$ cat config.mk
export PLATFORM = sky130hd
export DESIGN_NAME = pipe_ctrl
export DESIGN_NICKNAME = d
export VERILOG_FILES = /design/src/rtl/pipe_ctrl_pkg.sv /design/src/rtl/pipe_stall_cnt.sv /design/src/rtl/pipe_ctrl.sv
export SDC_FILE = /design/constraint.sdc
export NUM_CORES = 1
export LEC_CHECK = 0
export ABC_AREA = 1
export CAP_MARGIN = 30
export CELL_PAD_IN_SITES_DETAIL_PLACEMENT = 0
export CELL_PAD_IN_SITES_GLOBAL_PLACEMENT = 1
export CORE_ASPECT_RATIO = 0.6
export CORE_MARGIN = 10
export CORE_UTILIZATION = 33
export DETAILED_ROUTE_END_ITERATION = 6
export PLACE_DENSITY_LB_ADDON = 0.1
export SYNTH_ARGS = -nofsm -noshare
export SYNTH_HDL_FRONTEND = slang
export SYNTH_SLANG_ARGS = --single-unit
$ cat constraint.sdc
create_clock -name clk -period 2.71 [get_ports clk]
set_input_delay 0.542 -clock clk [delete_from_list [all_inputs] [get_ports clk]]
set_output_delay 0.542 -clock clk [all_outputs]
set_load 0.01 [all_outputs]
$ cat src/rtl/pipe_ctrl_pkg.sv
// rtl/pipe_ctrl_pkg.sv - shared stall indices, widths, FSM encodings and redirect constants
package pipe_ctrl_pkg;

    localparam int STALL_W  = 6;
    localparam int STALL_PC  = 0;
    localparam int STALL_IF  = 1;
    localparam int STALL_ID  = 2;
    localparam int STALL_EX  = 3;
    localparam int STALL_MEM = 4;
    localparam int STALL_WB  = 5;

    localparam logic [31:0] EXC_VECTOR_DEFAULT = 32'h0000_0020;

    typedef enum logic [1:0] {
        ST_RUN   = 2'd0,
        ST_DEFER = 2'd1,
        ST_FLUSH = 2'd2
    } pipe_state_e;

    // A stall request from a stage freezes that stage and everything upstream of it.
    function automatic logic [STALL_W-1:0] stall_upto(input int upto);
        logic [STALL_W-1:0] v;
        for (int i = 0; i < STALL_W; i++) begin
            v[i] = (i <= upto);
        end
        return v;
    endfunction

endpackage

$ cat src/rtl/pipe_stall_cnt.sv
// rtl/pipe_stall_cnt.sv - saturating PC-stall cycle counter
module pipe_stall_cnt (
    input  logic        clk,
    input  logic        rst,
    input  logic        inc_i,
    output logic [31:0] cnt_o
);

    logic [31:0] cnt_q;
    logic [31:0] cnt_d;

    always_comb begin
        cnt_d = cnt_q;
        if (inc_i && (cnt_q != 32'hFFFF_FFFF)) begin
            cnt_d = cnt_q + 32'd1;
        end
    end

    always_ff @(posedge clk) begin
        if (rst) begin
            cnt_q <= 32'h0;
        end else begin
            cnt_q <= cnt_d;
        end
    end

    assign cnt_o = cnt_q;

endmodule

$ cat src/rtl/pipe_ctrl.sv
// rtl/pipe_ctrl.sv - pipeline stall/flush/redirect control; PIPE_STALL_CNT_EN enables the stall counter
import pipe_ctrl_pkg::*;

module pipe_ctrl #(
    parameter logic [31:0] EXC_VECTOR = EXC_VECTOR_DEFAULT
) (
    input  logic                clk,
    input  logic                rst,
    input  logic                stallreq_id,
    input  logic                stallreq_ex,
    input  logic                stallreq_mem,
    input  logic                exc_valid_i,
    input  logic                exc_eret_i,
    input  logic [31:0]         cp0_epc_i,
    output logic [STALL_W-1:0]  stall,
    output logic                flush,
    output logic [31:0]         new_pc,
    output logic [31:0]         stall_cnt_o
);

    pipe_state_e        state_q, state_d;
    logic [31:0]        target_q, target_d;
    logic [31:0]        new_pc_q, new_pc_d;
    logic               flush_q, flush_d;
    logic [STALL_W-1:0] stall_c;

    always_comb begin
        state_d  = state_q;
        target_d = target_q;
        stall_c  = '0;
        case (state_q)
            ST_RUN: begin
                if (exc_valid_i) begin
                    target_d = exc_eret_i ? cp0_epc_i : EXC_VECTOR;
                    stall_c  = stall_upto(STALL_MEM);
                    state_d  = stallreq_mem ? ST_DEFER : ST_FLUSH;
                end else if (stallreq_mem) begin
                    stall_c = stall_upto(STALL_MEM);
                end else if (stallreq_ex) begin
                    stall_c = stall_upto(STALL_EX);
                end else if (stallreq_id) begin
                    stall_c = stall_upto(STALL_ID);
                end
            end
            ST_DEFER: begin
                // Hold the redirect until the outstanding bus access completes.
                stall_c = stall_upto(STALL_MEM);
                if (!stallreq_mem) begin
                    state_d = ST_FLUSH;
                end
            end
            ST_FLUSH: begin
                state_d = ST_RUN;
            end
            default: begin
                state_d = ST_RUN;
            end
        endcase

        flush_d  = (state_d == ST_FLUSH);
        new_pc_d = flush_d ? target_d : new_pc_q;
    end

    always_ff @(posedge clk) begin
        if (rst) begin
            state_q  <= ST_RUN;
            target_q <= 32'h0;
            new_pc_q <= 32'h0;
            flush_q  <= 1'b0;
        end else begin
            state_q  <= state_d;
            target_q <= target_d;
            new_pc_q <= new_pc_d;
            flush_q  <= flush_d;
        end
    end

    assign stall  = stall_c;
    assign flush  = flush_q;
    assign new_pc = new_pc_q;

`ifdef PIPE_STALL_CNT_EN
    pipe_stall_cnt u_cnt (
        .clk   (clk),
        .rst   (rst),
        .inc_i (stall_c[STALL_PC]),
        .cnt_o (stall_cnt_o)
    );
`else
    assign stall_cnt_o = 32'h0;
`endif

endmodule

==> run_results.csv <==
group,metric,value,unit
status,status,"complete, no violations",
floorplanning,core_area,9360,sq um
synthesis,yosysSeqAreaShare,41.4,%
place,port_buffers,76,
cts,cts_setup_buffers,0,
finish,final_layout_size_suffix_gt1_share,4.21,%
routing,vias,2889,
sta,relSlewSlack,55.4,%
place,place_hpwl,5950,um
pwr,p_per_area,610,nW/um^2
sta,rsz0062_at_grt,"no",
synthesis,synth_most_common_cell,"nand2_1",
cts,cts_tree,"built",
global_route,grt.total_usage,12.2,%
finish,finalNetCount,604,
synthesis,synth_ff_type,"dfxtp_1",
routing,drc_errors,0,
worst_setup_path,crit_required,2.17,ns
sta,fmax,395,MHz
routing,drt_wl_total,8720,um
worst_setup_path,crit_arrival,1.99,ns
cts,clockBufferDepth,2,
synthesis,synthTopCellsByArea,"dfxtp_1, nand2_1, buf_4",
synthesis,async_reset_ff_share,0,%
place,placed_cells,684,
global_route,grt_pass1_vias,2773,
pwr,p_comb_share,17.0,%
worst_setup_path,path_class,"input pin to primary output",
worst_setup_path,cp-start-kind,"input pin",
finish,fin_area,4240,sq um
floorplanning,pin_count,110,
pwr,p_seq_share,41.4,%
synthesis,synthTopCellsByCount,"nand2_1, inv_1, nor2_1",
place,dpl_cell_area,3960,sq um
cts,cts-resized-gates,0,
finish,stdcell_count,700,
cts,cts_hold_buf,0,
routing,ant_nets,0,
floorplanning,start_util,34.6,%
pwr,sw_frac_of_total,26.1,%
cts,clk_pin_slew_worst_paths,0.05,ns
floorplanning,dieArea,14300,sq um
sta,finalHoldViolCount,0,
floorplanning,rows,27,
pwr,ir_drop,302,uV
sta,fin_crit,2.53,ns
synthesis,netlist_area,3240,sq um
cts,cts_root_buffer,"clkbuf_16",
sta,fin_skew,0.00635,ns
routing,avgViaCountPerCell,4.13,
cts,cts_made_buffers,9,
cts,clk_latency,0.33,ns
sta,tns,0,ns
pwr,p_int,1.91,mW
worst_setup_path,crit_path_end_kind,"primary output",
pwr,power.switching,0.674,mW
global_route,grt.overflow.total,0,
finish,diodes,0,
synthesis,ys_ff_latch,67,
routing,routedWlPerCell,12.5,um
synthesis,synth_warnings,0,
run,maxCapViolCount,0,
min_path,hold_path.class,"flip-flop to flip-flop",
global_route,grt_max_degree,67,
synthesis,synth_area_per_cell,6.47,sq um
sta,tightestPinTransition,0.668,ns
routing,drt_pass1_iterations,5,
global_route,grt_pass1_wl,14300,um
sta,finalMaxSlewViolations,0,
pwr,power_frac_clock,41.6,%
global_route,antenna_found_initial,0,
worst_setup_path,crit_fanout,3,
sta,setup-violations-final,0,
synthesis,synthCells,500,
synthesis,synth_edf_count,0,
cts,cts_sinks,67,
cts,cts_max_level,3,
synthesis,synth_top_cell_by_area,"dfxtp_1",
floorplanning,die_w,148,um
finish,synthToLayoutAreaGrowth,30.9,%
place,place.gp.congestion,0.747,
floorplanning,fp.dieH,96.7,um
pwr,p_leak,2.21,nW
sta,finalCritPeriodShare,93.4,%
synthesis,synth_top_area_share,41.4,%
routing,drt_iter0_drc,107,
synthesis,ys_types,17,
[state kept, by name (all words and copies together), names as in the netlist]
signal / count
target_q: 32
state_q: 2
flush: 1
new_pc: 32
[power groups by stage]
stage               Clock, mW  Combinational [mW]  Sequential, mW
detailed placement          0               0.443            1.09
floorplan                   0               0.271            1.10
global placement            0               0.441            1.09
CTS                      1.11               0.446            1.07
finish                   1.08               0.440            1.07
global route             1.16               0.500            1.08
[cells in the final DEF, fill, tap and decap left out, drive strengths merged]
cell type and count:
nand2 163, nor3 1, clkdlybuf4s50 76, buf 8
nand3 33, conb 33, dfxtp 67, clkbuf 14
inv 69, o21ai 1, clkinv 2, a21o 1
nor2 69, a21oi 33
[logic make-up (layout without fill, tap and decap cells)]
| group | count (synthesis) | in the layout | synth area share [%] |
|---|---|---|---|
| simple gates | 266 | 266 | 32.5 |
| compound gates | 35 | 35 | 5.49 |
| other cells | 1 | 33 | 0.116 |
| flops | 67 | 67 | 41.4 |
| buf+inv | 131 | 169 | 20.4 |
[metal layers]
metal / vias up / GRT usage (%) / wire length, um
met1: 1265 / 15.4 / 4220
met2: 67 / 18.7 / 3820
met5: - / 0 / 0
met3: 10 / 5.34 / 631
met4: 0 / 3.16 / 56
li1: 1547 / - / -
[path summary, 6_finish.rpt]
check	slack (ns)	endpoint	from	depth (start not counted)
setup / recovery	0.18	stall[2]	exc_valid_i	5
hold / removal	0.47	target_q[31]$_SDFF_PP0_	target_q[31]$_SDFF_PP0_	2
setup reg to reg	1.08	new_pc[29]$_SDFFE_PP0N_	state_q[1]$_SDFF_PP0_	7
hold reg to reg	0.47	target_q[31]$_SDFF_PP0_	target_q[31]$_SDFF_PP0_	2
[area by class of cell]
class,count,area (sq um)
Fill cell,984,5120
Multi-Input combinational cell,334,1360
Clock buffer,14,264
Tap cell,130,163
Clock inverter,2,10.0
Sequential cell,67,1340
Inverter,69,259
Timing Repair Buffer,84,846
[worst max-delay path, cell delays in order]
cell and delay (ns):
clkdlybuf4s50_1 0.51, nor2_1 0.07, a21oi_1 0.18, a21o_1 0.14
clkdlybuf4s50_1 0.55
[metrics by stage]
stage | total power [mW] | hold slack [ns] | setup slack [ns] | utilization, %
final | 2.59 | 0.468 | 0.179 | 45.3
after global routing | 2.73 | 0.489 | 0.0711 | 45.3
after CTS | 2.63 | 0.469 | 0.141 | 45.3
after global placement | 1.53 | 0.456 | 0.179 | 42.4
after floorplan | 1.38 | 0.447 | 0.847 | -
after detailed placement | 1.53 | 0.460 | 0.142 | 42.4
Note: power is estimated with default switching activity, not from simulation.
